**src/rtl/uart_tx_arbiter.sv**
```systemverilog
// Packet-level round-robin arbiter sharing one UART TX FIFO write port between
// two byte-stream sources, with an optional per-packet source tag byte.
module uart_tx_arbiter #(
    parameter logic [7:0]  SRC0_TAG = 8'hA0,
    parameter logic [7:0]  SRC1_TAG = 8'hA1,
    parameter bit          TAG_EN   = 1'b1,
    parameter int unsigned MAX_PKT  = 16
) (
    input  logic       clk,
    input  logic       rst_n,
    input  logic [7:0] s0_data,
    input  logic       s0_valid,
    input  logic       s0_last,
    output logic       s0_ready,
    input  logic [7:0] s1_data,
    input  logic       s1_valid,
    input  logic       s1_last,
    output logic       s1_ready,
    input  logic       uart_tx_full,
    input  logic       uart_tx_almost_full,
    output logic [7:0] uart_wr_data,
    output logic       uart_wr_en,
    output logic [1:0] grant,
    output logic       busy
);

    localparam int unsigned CNT_W = 8;

    typedef enum logic [1:0] {IDLE, HDR, DATA} state_t;

    state_t           state, state_nxt;
    logic [1:0]       grant_nxt;
    logic             last_src1, last_src1_nxt;
    logic [CNT_W-1:0] cnt, cnt_nxt;
    logic [7:0]       wr_data_nxt;
    logic             wr_en_nxt;
    logic             can_wr;
    logic             sel_valid;
    logic             sel_last;
    logic [7:0]       sel_data;
    logic             accept;
    logic             pick0;

    // One free slot is kept in reserve for the write already in flight.
    assign can_wr    = !uart_tx_almost_full && !uart_tx_full;
    assign s0_ready  = (state == DATA) && grant[0] && can_wr;
    assign s1_ready  = (state == DATA) && grant[1] && can_wr;
    assign sel_valid = grant[0] ? s0_valid : s1_valid;
    assign sel_last  = grant[0] ? s0_last  : s1_last;
    assign sel_data  = grant[0] ? s0_data  : s1_data;
    assign accept    = (state == DATA) && (|grant) && sel_valid && can_wr;
    assign busy      = (state != IDLE);

    always_ff @(posedge clk or negedge rst_n) begin
        if (!rst_n) begin
            state        <= IDLE;
            grant        <= 2'b00;
            last_src1    <= 1'b1;
            cnt          <= '0;
            uart_wr_data <= 8'h00;
            uart_wr_en   <= 1'b0;
        end else begin
            state        <= state_nxt;
            grant        <= grant_nxt;
            last_src1    <= last_src1_nxt;
            cnt          <= cnt_nxt;
            uart_wr_data <= wr_data_nxt;
            uart_wr_en   <= wr_en_nxt;
        end
    end

    always_comb begin
        state_nxt     = state;
        grant_nxt     = grant;
        last_src1_nxt = last_src1;
        cnt_nxt       = cnt;
        wr_data_nxt   = uart_wr_data;
        wr_en_nxt     = 1'b0;
        pick0         = 1'b0;
        case (state)
            IDLE: begin
                cnt_nxt = '0;
                if (s0_valid || s1_valid) begin
                    // Ties go to whichever source was not granted last.
                    pick0     = s0_valid && (!s1_valid || last_src1);
                    grant_nxt = pick0 ? 2'b01 : 2'b10;
                    state_nxt = TAG_EN ? HDR : DATA;
                end
            end
            HDR: begin
                if (can_wr) begin
                    wr_data_nxt = grant[1] ? SRC1_TAG : SRC0_TAG;
                    wr_en_nxt   = 1'b1;
                    state_nxt   = DATA;
                end
            end
            DATA: begin
                if (accept) begin
                    wr_data_nxt = sel_data;
                    wr_en_nxt   = 1'b1;
                    cnt_nxt     = cnt + CNT_W'(1);
                    // Release on end-of-packet or on a forced split at the length cap.
                    if (sel_last || (cnt_nxt == CNT_W'(MAX_PKT))) begin
                        state_nxt     = IDLE;
                        grant_nxt     = 2'b00;
                        last_src1_nxt = grant[1];
                    end
                end
            end
            default: begin
                state_nxt = IDLE;
                grant_nxt = 2'b00;
            end
        endcase
    end

endmodule
```
**config.mk**
```make
export PLATFORM = sky130hd
export DESIGN_NAME = uart_tx_arbiter
export DESIGN_NICKNAME = d
export VERILOG_FILES = /design/src/rtl/uart_tx_arbiter.sv
export SDC_FILE = /design/constraint.sdc
export NUM_CORES = 1
export LEC_CHECK = 0
export ABC_AREA = 1
export CAP_MARGIN = 10
export CORE_MARGIN = 1
export CORE_UTILIZATION = 50
export DETAILED_ROUTE_END_ITERATION = 12
export PLACE_DENSITY = 0.84
export SLEW_MARGIN = 40
export SYNTH_ARGS = -nofsm -noshare
export SYNTH_HDL_FRONTEND = slang
export SYNTH_SLANG_ARGS = --single-unit
```
**constraint.sdc**
```tcl
create_clock -name clk -period 4.8 [get_ports clk]
set_input_delay 0.72 -clock clk [delete_from_list [all_inputs] [get_ports clk]]
set_output_delay 0.72 -clock clk [all_outputs]
set_load 0.005 [all_outputs]
```
Word level (Yosys, flattened, before mapping)
Index checks and enable logic that the tools add are counted.
- register bits after elaboration: 22
- bitwise gates (word level): 1
- $add $sub $neg: 1
- reductions and logical operators: 25
- eq/ne operators: 7
- multiplexer cells: 20
- operators with widths (operator ; count):
    8-bit two-way mux ; 4
    8-bit one-hot mux with 2 select lines ; 2
    2-bit two-way mux ; 6
    2-bit one-hot mux with 3 select lines ; 2
    1-bit logical AND ; 9
    8-bit by 1-bit adder with 8-bit output (second input constant) ; 1
    8-bit by 5-bit equality test with 1-bit output (second input constant) ; 1
    4-bit AND reduction ; 2
    2-bit inequality test (second input constant) ; 3
    3-bit AND reduction ; 2
    2-bit nonzero test ; 3
    1-bit two-way mux ; 5
    1-bit zero test ; 3
    1-bit logical OR ; 3
    2-bit by 1-bit equality test with 1-bit output (second input constant) ; 1
    2-bit equality test (second input constant) ; 1
    2-bit zero test ; 1
    2-bit by 1-bit inequality test with 1-bit output (second input constant) ; 1
    1-bit one-hot mux with 2 select lines ; 1
    2-bit AND reduction ; 1
    2-bit OR reduction ; 1
    1-bit inverter ; 1

Longest topological paths before layout
Gate-level depths: netlist (run 1).
- word-level depth: 6
- mapped depth: 11
- gate-level depth less buffers: 11

Least setup slack after synthesis (run 1)
Ideal clock, no wire load.
- path kind: in2out
- start point: input port uart_tx_full
- end point: output port s0_ready
- data arrival time: 1.138 ns
- path buffers: 0
- stages on the path: 3
- slack: 2.942 ns
- path through: nor2_1 -> inv_1 -> nor2_1
- word-level cells in the longest chain between the ends: 3
- RTL lines (item ; line ; source):
    start: declaration ; 19 ; input logic uart_tx_full,
    1-bit zero test ; 45 ; assign can_wr = !uart_tx_almost_full && !uart_tx_full;
    1-bit logical AND ; 45 ;
    1-bit logical AND ; 46 ; assign s0_ready = (state == DATA) && grant[0] && can_wr;
    end: declaration ; 14 ; output logic s0_ready,
No other way between the ends.

Final worst setup path (run 1)
Ends and elaborated chain as after synthesis.

==> results.py, run 1 <==
metrics = {
    "clocking": {
        "cts_tree": "done",
        "cts_setup_buffers": 0,
        "numCtsBuffers": 3,
        "clk_latency_ps": 310,
        "clock-root-buffer": "clkbuf_4",
        "cts-resized-gates": 0,
        "cts_buffer_depth": 2,
        "clk_pin_slew_worst_paths_ps": 130,
        "htreeDepth": 1,
        "holdBufCountCts": 0,
        "clkSinkCount": 22,
    },
    "worst_setup_path": {
        "critPathMaxStageDelay_ps": 510,
        "cp_top_family": "buffers and inverters",
        "critPathMaxFanout": 4,
        "cp.buffers_inverters": 3,
        "worst_setup_path_end_kind": "primary output",
        "crit_slowest_cell": "clkdlybuf4s50_1",
        "crit_chain": "clkdlybuf4s50_1, nor2_1, inv_1, nor2_1, clkdlybuf4s50_1",
        "critPathArrivalTime_ps": 2120,
        "worstSetupPathType": "in2out",
        "worstPathRequired_ps": 4080,
        "start_kind": "primary input",
    },
    "place": {
        "pre_cts_slack_ps": 1990,
        "io_buffers": 37,
        "post-dp-hpwl_um": 2450,
        "gp_congestion": 0.858,
        "dp.cells": 249,
    },
    "layout": {
        "final_common_cell": "nand2_1",
        "fin_nets": 253,
        "final_util_pct": 70.8,
        "final_cell_mix": "62 x nand2_1, 36 x clkdlybuf4s50_1, 25 x inv_1",
        "diodes": 0,
        "fin_cells": 253,
        "drive_above_1_share_pct": 4.04,
        "area_growth_syn_to_layout_pct": 33.2,
    },
    "floorplan": {
        "start_util_pct": 53.1,
        "fp.coreArea_um2": 2480,
        "dieWidth_um": 53.3,
        "io_pins": 38,
        "die_h_um": 53.3,
        "die_area_um2": 2840,
        "rows": 18,
    },
    "synth": {
        "syn_avg_cell_area_um2": 7.11,
        "ys_warn_count": 0,
        "ys_ff_latch": 22,
        "synth_top_cell_by_area": "dfrtp_1",
        "synth_cells": 185,
        "syn-num-nets": 214,
        "synth_area_um2": 1320,
        "synth_top_area_share_pct": 39.9,
        "yosysSeqAreaShare_pct": 41.9,
        "synth_area_leaders": "dfrtp_1 40%, nand2_1 18%, o21ai_0 7.6%",
        "synthDistinctLibCells": 20,
    },
    "sta": {
        "hold_violations": 0,
        "layout_setup_ws_ps": 1960,
        "slew_headroom_pct": 63.3,
        "rsz0062_at_grt": "no",
        "fin_tns_setup_ps": 0,
        "max_freq_ghz": 0.352,
        "period_share_pct": 59.1,
        "period_needed_ps": 2840,
        "finalMaxSlewViolations": 0,
        "finClkSkew_ps": 3.44,
        "worstMarginPinSlew_ps": 549,
        "setup_violations": 0,
    },
    "global_routing": {
        "grt_overflow": 0,
        "antenna_found_initial": 0,
        "gr-usage-all-layers_pct": 25.4,
        "grt_pass1_wl_um": 5240,
        "grt_pass1_vias": 1236,
        "grt_max_degree": 23,
    },
    "hold_path": {
        "hp-class": "in2async",
    },
    "drt": {
        "drt_iter0_drc": 27,
        "drtPass1Iterations": 4,
        "routed_wl_um": 3150,
        "post_drt_wl_per_cell_um": 12.5,
        "vias_per_cell": 5.22,
        "antenna_left": 0,
        "vias": 1321,
        "drc": 0,
    },
    "power_and_ir_drop": {
        "power_mw": 0.821,
        "power_density_nw_per_um2": 468,
        "max-vdd-ir-drop_mv": 0.325,
        "p_leak_nw": 0.814,
    },
    "run_status": {
        "status": "complete, no violations",
    },
    "run": {
        "maxCapViolCount": 0,
    },
}
final timing paths:
kind                              startpoint               to  slack [ps]  cells after the start
max in group asynchronous              rst_n        last_src1        4080                      1
worst min register to register     last_src1        last_src1         520                      2
min in group clk                   last_src1        last_src1         520                      2
worst max register to register      state[0]  uart_wr_data[6]        2410                     10
worst min-delay path                   rst_n           cnt[6]         360                      1
worst max-delay path            uart_tx_full         s0_ready        1960                      5
stage by stage:
step,instance area [µm²],hold slack [ps]
2_1_floorplan,1320,424
3_3_place_gp,1710,483
3_5_place_dp,1700,501
4_1_cts,1750,363
5_1_grt,1750,379
6_report,1750,356
cell type report:
type                            instances  area (µm²)
Clock inverter                          1        30.0
Inverter                               26        97.6
Sequential cell                        22         552
Clock buffer                            3        22.5
Fill cell                             210         724
Multi-Input combinational cell        134         648
Timing Repair Buffer                   37         365
Tap cell                               30        37.5
Yosys cell counts:
cell / number
o22ai_1: 2
o31ai_1: 1
nand3_1: 16
dfrtp_1: 21
clkbuf_1: 2
xor2_1: 1
nand3_2: 1
nand2_1: 62
nand4_1: 4
o21ai_0: 20
buf_6: 1
a21oi_1: 2
o21ai_1: 1
a211oi_4: 1
inv_2: 1
inv_1: 25
mux2i_1: 1
ha_1: 5
nor2_1: 17
dfstp_2: 1
state kept, by name, summed over array words and instances, names as in the netlist:
signal	flops
cnt	8
last_src1	1
grant	2
uart_wr_en	1
state	2
uart_wr_data	8
metal layers:
metal  track usage [%]  vias to the layer above  wire length, µm
met1              30.1                      620             1400
li1                  -                      665                -
met4              9.21                        0               28
met2              45.0                       32             1600
met5                 0                        -                0
met3              4.31                        4              120
kinds of logic (layout without fill, tap and decap cells):
kind of cell / after synthesis / count (layout) / synth area share [%]
adder cells (fa/ha/maj): 5 / 5 / 4.75
AND/OR/NAND/NOR: 100 / 100 / 31.3
multiplexers: 1 / 1 / 0.760
AO/OA/AOI/OAI: 27 / 27 / 11.8
flip-flops: 22 / 22 / 41.9
XOR/XNOR: 1 / 1 / 0.666
buffers and inverters: 29 / 67 / 8.84
where the power goes:
part	leakage (nW)	switching, mW	internal, mW
Combinational	0.495	0.217	0.176
Sequential	0.291	0.0467	0.237
Clock	0.0279	0.0593	0.0843
worst register-to-register path: cells and delay by family, from the launching register on:
family          cells  cell delay, ps
compound gates      2             580
fa+ha+maj           1             470
simple gates        5             640
buf+inv             2             200
flops               1             440
No activity file was read; power rests on OpenSTA's default activity.
==> run 2, diff against run 1 <==
- CORE_UTILIZATION: 50 -> 42
- PLACE_DENSITY: 0.84 -> 0.75
- clock period: 4.8 -> 2.48 ns (I/O delays scaled with it)
==> run 2 against run 1 <==
  * The run now ends with design-rule violations left
  * Combinational power is 110% higher
  * Wire length shrank 1.6%
  * Clock skew grew 4.1 ps
  * Non-clock buffer count is 4 higher
  * Final cell count rose by 2.0%
  * Final area grew 0.57%
  * Critical path depth unchanged
  * Critical path type is now reg2out
  * Critical endpoint unchanged
  * Largest cell class unchanged
  * Largest power group unchanged
==> results.py, run 2 (synthesis results as in run 1) <==
metrics = {
    "run_status": {
        "status": "complete, but fails checks",
        "violations": "design-rule violations",
    },
    "worst_setup_path": {
        "critPathArrivalTime_ps": 1840,
        "critPathMaxStageDelay_ps": 520,
        "start_kind": "register",
        "rr_startpoint": "state[0]",
        "ff2ff_path_depth": 11,
        "worst_setup_path_end_kind": "primary output",
        "crit_chain": "inv_1, ha_1, nand2_1, nor2_1, clkdlybuf4s50_1",
        "worstPathRequired_ps": 2110,
        "rrSetupSlack_ps": 560,
        "critPathMaxFanout": 5,
        "worstSetupPathType": "reg2out",
        "crit_slowest_cell": "clkdlybuf4s50_1",
        "worstReg2RegEnd": "uart_wr_data[1]",
    },
    "global_routing": {
        "gr-usage-all-layers_pct": 20.8,
        "grt_overflow": 0,
        "grt_pass1_wl_um": 5370,
        "grt_pass1_vias": 1318,
        "grt_max_degree": 23,
        "antenna_found_initial": 0,
    },
    "clocking": {
        "holdBufCountCts": 0,
        "clkSinkCount": 22,
        "cts_tree": "done",
        "htreeDepth": 1,
        "cts-resized-gates": 0,
        "numCtsBuffers": 3,
        "clk_pin_slew_worst_paths_ps": 130,
        "cts_buffer_depth": 2,
        "clock-root-buffer": "clkbuf_4",
        "cts_setup_buffers": 0,
        "clk_latency_ps": 310,
    },
    "sta": {
        "worstMarginPinSlew_ps": 313,
        "hold_violations": 0,
        "hold_ws_ps": 394,
        "fin_tns_setup_ps": 0,
        "max_freq_ghz": 0.452,
        "period_needed_ps": 2210,
        "finClkSkew_ps": 7.56,
        "finalMaxSlewViolations": 0,
        "slew_headroom_pct": 79.0,
        "rsz0062_at_grt": "no",
        "setup_violations": 0,
        "period_share_pct": 89.3,
    },
    "layout": {
        "reg.largest.list": "cnt (8), uart_wr_data (8)",
        "area_growth_syn_to_layout_pct": 33.9,
        "fillers": 259,
        "drive_above_1_share_pct": 4.85,
        "final_cell_mix": "62 x nand2_1, 37 x clkdlybuf4s50_1, 25 x inv_1",
        "final_common_cell": "nand2_1",
        "diodes": 0,
        "fin_nets": 257,
    },
    "power_and_ir_drop": {
        "p_leak_nw": 0.821,
        "power_mw": 1.52,
        "max-vdd-ir-drop_mv": 0.544,
        "power_density_nw_per_um2": 865,
    },
    "drt": {
        "antenna_left": 0,
        "routed_wl_um": 3100,
        "vias_per_cell": 5.11,
        "drt_iter0_drc": 35,
        "vias": 1319,
        "drtPass1Iterations": 8,
        "post_drt_wl_per_cell_um": 12.0,
        "drc": 1,
    },
    "floorplan": {
        "io_pins": 38,
        "die_area_um2": 3360,
        "dieWidth_um": 58.0,
        "start_util_pct": 46.1,
        "rows": 19,
        "fp.coreArea_um2": 2850,
        "die_h_um": 58.0,
    },
    "run": {
        "maxCapViolCount": 0,
    },
    "place": {
        "io_buffers": 37,
        "post-dp-hpwl_um": 2400,
        "gp_congestion": 0.827,
    },
    "hold_path": {
        "hp-class": "in2async",
    },
}
## run 2: worst max-delay path, delay by kind of cell, from the launching register on
kind | cells | cell delay (ps)
flip-flops | 1 | 440
adder cells (fa/ha/maj) | 1 | 260
AND/OR/NAND/NOR | 2 | 220
buffers and inverters | 2 | 620
## run 2: stage by stage
stage	utilization, %	instance area [µm²]	setup WS (ps)	instances
global placement	60.9	1740	362	254
floorplan	-	1320	795	185
detailed placement	60.9	1740	329	254
finish	61.8	1760	265	258
CTS	61.8	1760	241	258
global route	61.8	1760	129	258
## run 2: how the worst max path moves through the flow
stage | startpoint | end | slack, ps | cells after the start
floorplan | state[0] | uart_wr_data[1] | 800 | 10
finish | state[0] | s0_ready | 270 | 5
global placement | uart_tx_full | s1_ready | 360 | 5
global route | state[0] | s1_ready | 130 | 5
detailed placement | uart_tx_full | s0_ready | 330 | 5
CTS | state[0] | s0_ready | 240 | 5
## run 2: final cells by class
class                   count  area, µm²  share of cell area (%)
repair buffers             41        400                    22.7
inverters                  26       97.6                    5.54
flip-flops and latches     22        552                    31.3
well taps                  31       38.8                    2.20
clock buffers               4       26.3                    1.49
multi-input cells         134        648                    36.8
## run 2: report_power, final
| part | internal, mW | switching (mW) |
|---|---|---|
| clock | 0.0627 | 0.109 |
| sequential | 0.460 | 0.0782 |
| combinational | 0.375 | 0.440 |
## run 2: per-layer routing
| layer | GRT usage [%] | vias up | part of all wire (%) |
|---|---|---|---|
| met5 | 0 | - | 0 |
| met4 | 8.84 | 0 | 0.84 |
| met3 | 4.24 | 4 | 3.5 |
| met2 | 36.0 | 22 | 51 |
| met1 | 25.1 | 619 | 45 |
| li1 | - | 674 | - |
==> run 3, diff against run 2 <==
- CTS_CLUSTER_SIZE: not set -> 24
- PLACE_DENSITY: 0.75 -> not set
- PLACE_DENSITY_LB_ADDON: not set -> 0.12
==> run 3 against run 2 <==
  * Sequential cell count is the same
  * Highest routed layer unchanged
  * Combinational power grew 1%
  * Largest power group unchanged
  * Core utilization grew 0.92 points
  * Global-route usage shrank 0.11 points
  * First-iteration DRC count grew 83%
  * Worst setup slack gained 44 ps
  * Final cell count is the same
  * Clock power grew 62%
  * The run now ends clean
==> results.py, run 3 (synthesis results as in run 1) <==
metrics = {
    "sta": {
        "worstMarginPinSlew_ps": 299,
        "setup_violations": 0,
        "period_share_pct": 87.5,
        "rsz0062_at_grt": "no",
        "period_needed_ps": 2170,
        "layout_setup_ws_ps": 310,
        "fin_tns_setup_ps": 0,
        "finalMaxSlewViolations": 0,
        "slew_headroom_pct": 80.0,
        "hold_ws_ps": 391,
        "max_freq_ghz": 0.461,
        "hold_violations": 0,
        "finClkSkew_ps": 5.49,
    },
    "power_and_ir_drop": {
        "power.internal_mw": 0.997,
        "power_density_nw_per_um2": 911,
        "combPwrFrac_pct": 50.6,
        "power_mw": 1.63,
        "max-vdd-ir-drop_mv": 0.552,
        "p_sw_mw": 0.632,
        "pwr-share-clk_pct": 17.1,
        "p_seq_share_pct": 32.3,
        "sw_frac_of_total_pct": 38.8,
        "p_leak_nw": 0.834,
    },
    "worst_setup_path": {
        "worstPathRequired_ps": 2110,
        "worst_setup_path_end_kind": "primary output",
        "critPathArrivalTime_ps": 1800,
        "crit_chain": "clkdlybuf4s50_1, nor2_1, inv_1, nor2_1, clkdlybuf4s50_1",
        "start_kind": "primary input",
        "crit_slowest_cell": "clkdlybuf4s50_1",
        "critPathMaxFanout": 4,
        "worstSetupPathType": "in2out",
        "critPathMaxStageDelay_ps": 510,
    },
    "layout": {
        "fin_nets": 257,
        "drive_above_1_share_pct": 5.29,
        "fin_cells": 258,
        "final_cell_mix": "62 x nand2_1, 37 x clkdlybuf4s50_1, 25 x inv_1",
        "area_growth_syn_to_layout_pct": 35.9,
        "fin_area_um2": 1790,
        "diodes": 0,
        "final_util_pct": 62.7,
        "final_common_cell": "nand2_1",
        "reg.largest.list": "cnt (8), uart_wr_data (8)",
    },
    "floorplan": {
        "rows": 19,
        "io_pins": 38,
        "fp.coreArea_um2": 2850,
        "die_area_um2": 3360,
        "start_util_pct": 46.1,
        "dieWidth_um": 58.0,
        "die_h_um": 58.0,
    },
    "clocking": {
        "cts-resized-gates": 0,
        "clk_pin_slew_worst_paths_ps": 130,
        "clk_latency_ps": 310,
        "holdBufCountCts": 0,
        "numCtsBuffers": 3,
        "cts_setup_buffers": 0,
        "cts_buffer_depth": 2,
        "cts_tree": "done",
        "clock-root-buffer": "clkbuf_4",
        "clkSinkCount": 22,
        "htreeDepth": 1,
    },
    "drt": {
        "vias": 1311,
        "routed_wl_um": 3060,
        "vias_per_cell": 5.08,
        "drc": 0,
        "drt_iter0_drc": 64,
        "drtPass1Iterations": 5,
        "antenna_left": 0,
        "post_drt_wl_per_cell_um": 11.8,
    },
    "global_routing": {
        "grt_pass1_vias": 1303,
        "grt_max_degree": 23,
        "antenna_found_initial": 0,
        "grt_pass1_wl_um": 5380,
        "gr-usage-all-layers_pct": 20.7,
        "grt_overflow": 0,
    },
    "place": {
        "place_area_um2": 1740,
        "gp_congestion": 0.820,
        "post-dp-hpwl_um": 2410,
        "io_buffers": 37,
        "pre_cts_slack_ps": 341,
        "dp.cells": 254,
    },
    "run_status": {
        "status": "complete, no violations",
    },
    "hold_path": {
        "hp-class": "in2async",
    },
    "run": {
        "maxCapViolCount": 0,
    },
}
==> run 3: cell count changes in the layout (fill, tap and decap cells not counted), sizes merged <==
cell	delta
bufinv	+1
clkbuf	-1
==> run 3: power groups by stage <==
stage	Combinational, mW	Clock [mW]	Sequential [mW]
after floorplan	0.487	0	0.532
after global placement	0.807	0	0.528
after detailed placement	0.825	0	0.534
after CTS	0.833	0.285	0.527
after global routing	0.942	0.298	0.541
final	0.824	0.279	0.526
==> run 3: per-layer routing <==
layer	GRT usage, %	up-vias	share of wire [%]
met3	3.13	2	3.8
met4	7.14	0	0.56
met2	37.4	34	51
met1	25.0	601	44
li1	-	674	-
met5	0	-	0
==> run 3: path summary, 6_finish.rpt <==
check / slack, ps / end / cells after the start / startpoint
min in group clk: 530 / last_src1 / 2 / last_src1
hold / removal: 390 / uart_wr_data[6] / 2 / rst_n
max in group asynchronous: 1810 / last_src1 / 2 / rst_n
setup / recovery: 310 / s1_ready / 5 / uart_tx_full
hold reg to reg: 530 / last_src1 / 2 / last_src1
setup reg to reg: 550 / state[1] / 10 / cnt[0]
==> run 3: area by class of cell <==
| type | count | area [µm²] |
|---|---|---|
| fill | 247 | 1060 |
| multi-input combinational | 134 | 648 |
| sequential | 22 | 552 |
| timing repair buffer | 41 | 400 |
| inverter | 26 | 97.6 |
| tap | 31 | 38.8 |
| clock inverter | 1 | 30.0 |
| clock buffer | 3 | 22.5 |
==> run 3: critical path, delay by kind of cell <==
family,cells,cell delay (ps)
buf+inv,3,1060
simple gates,2,360
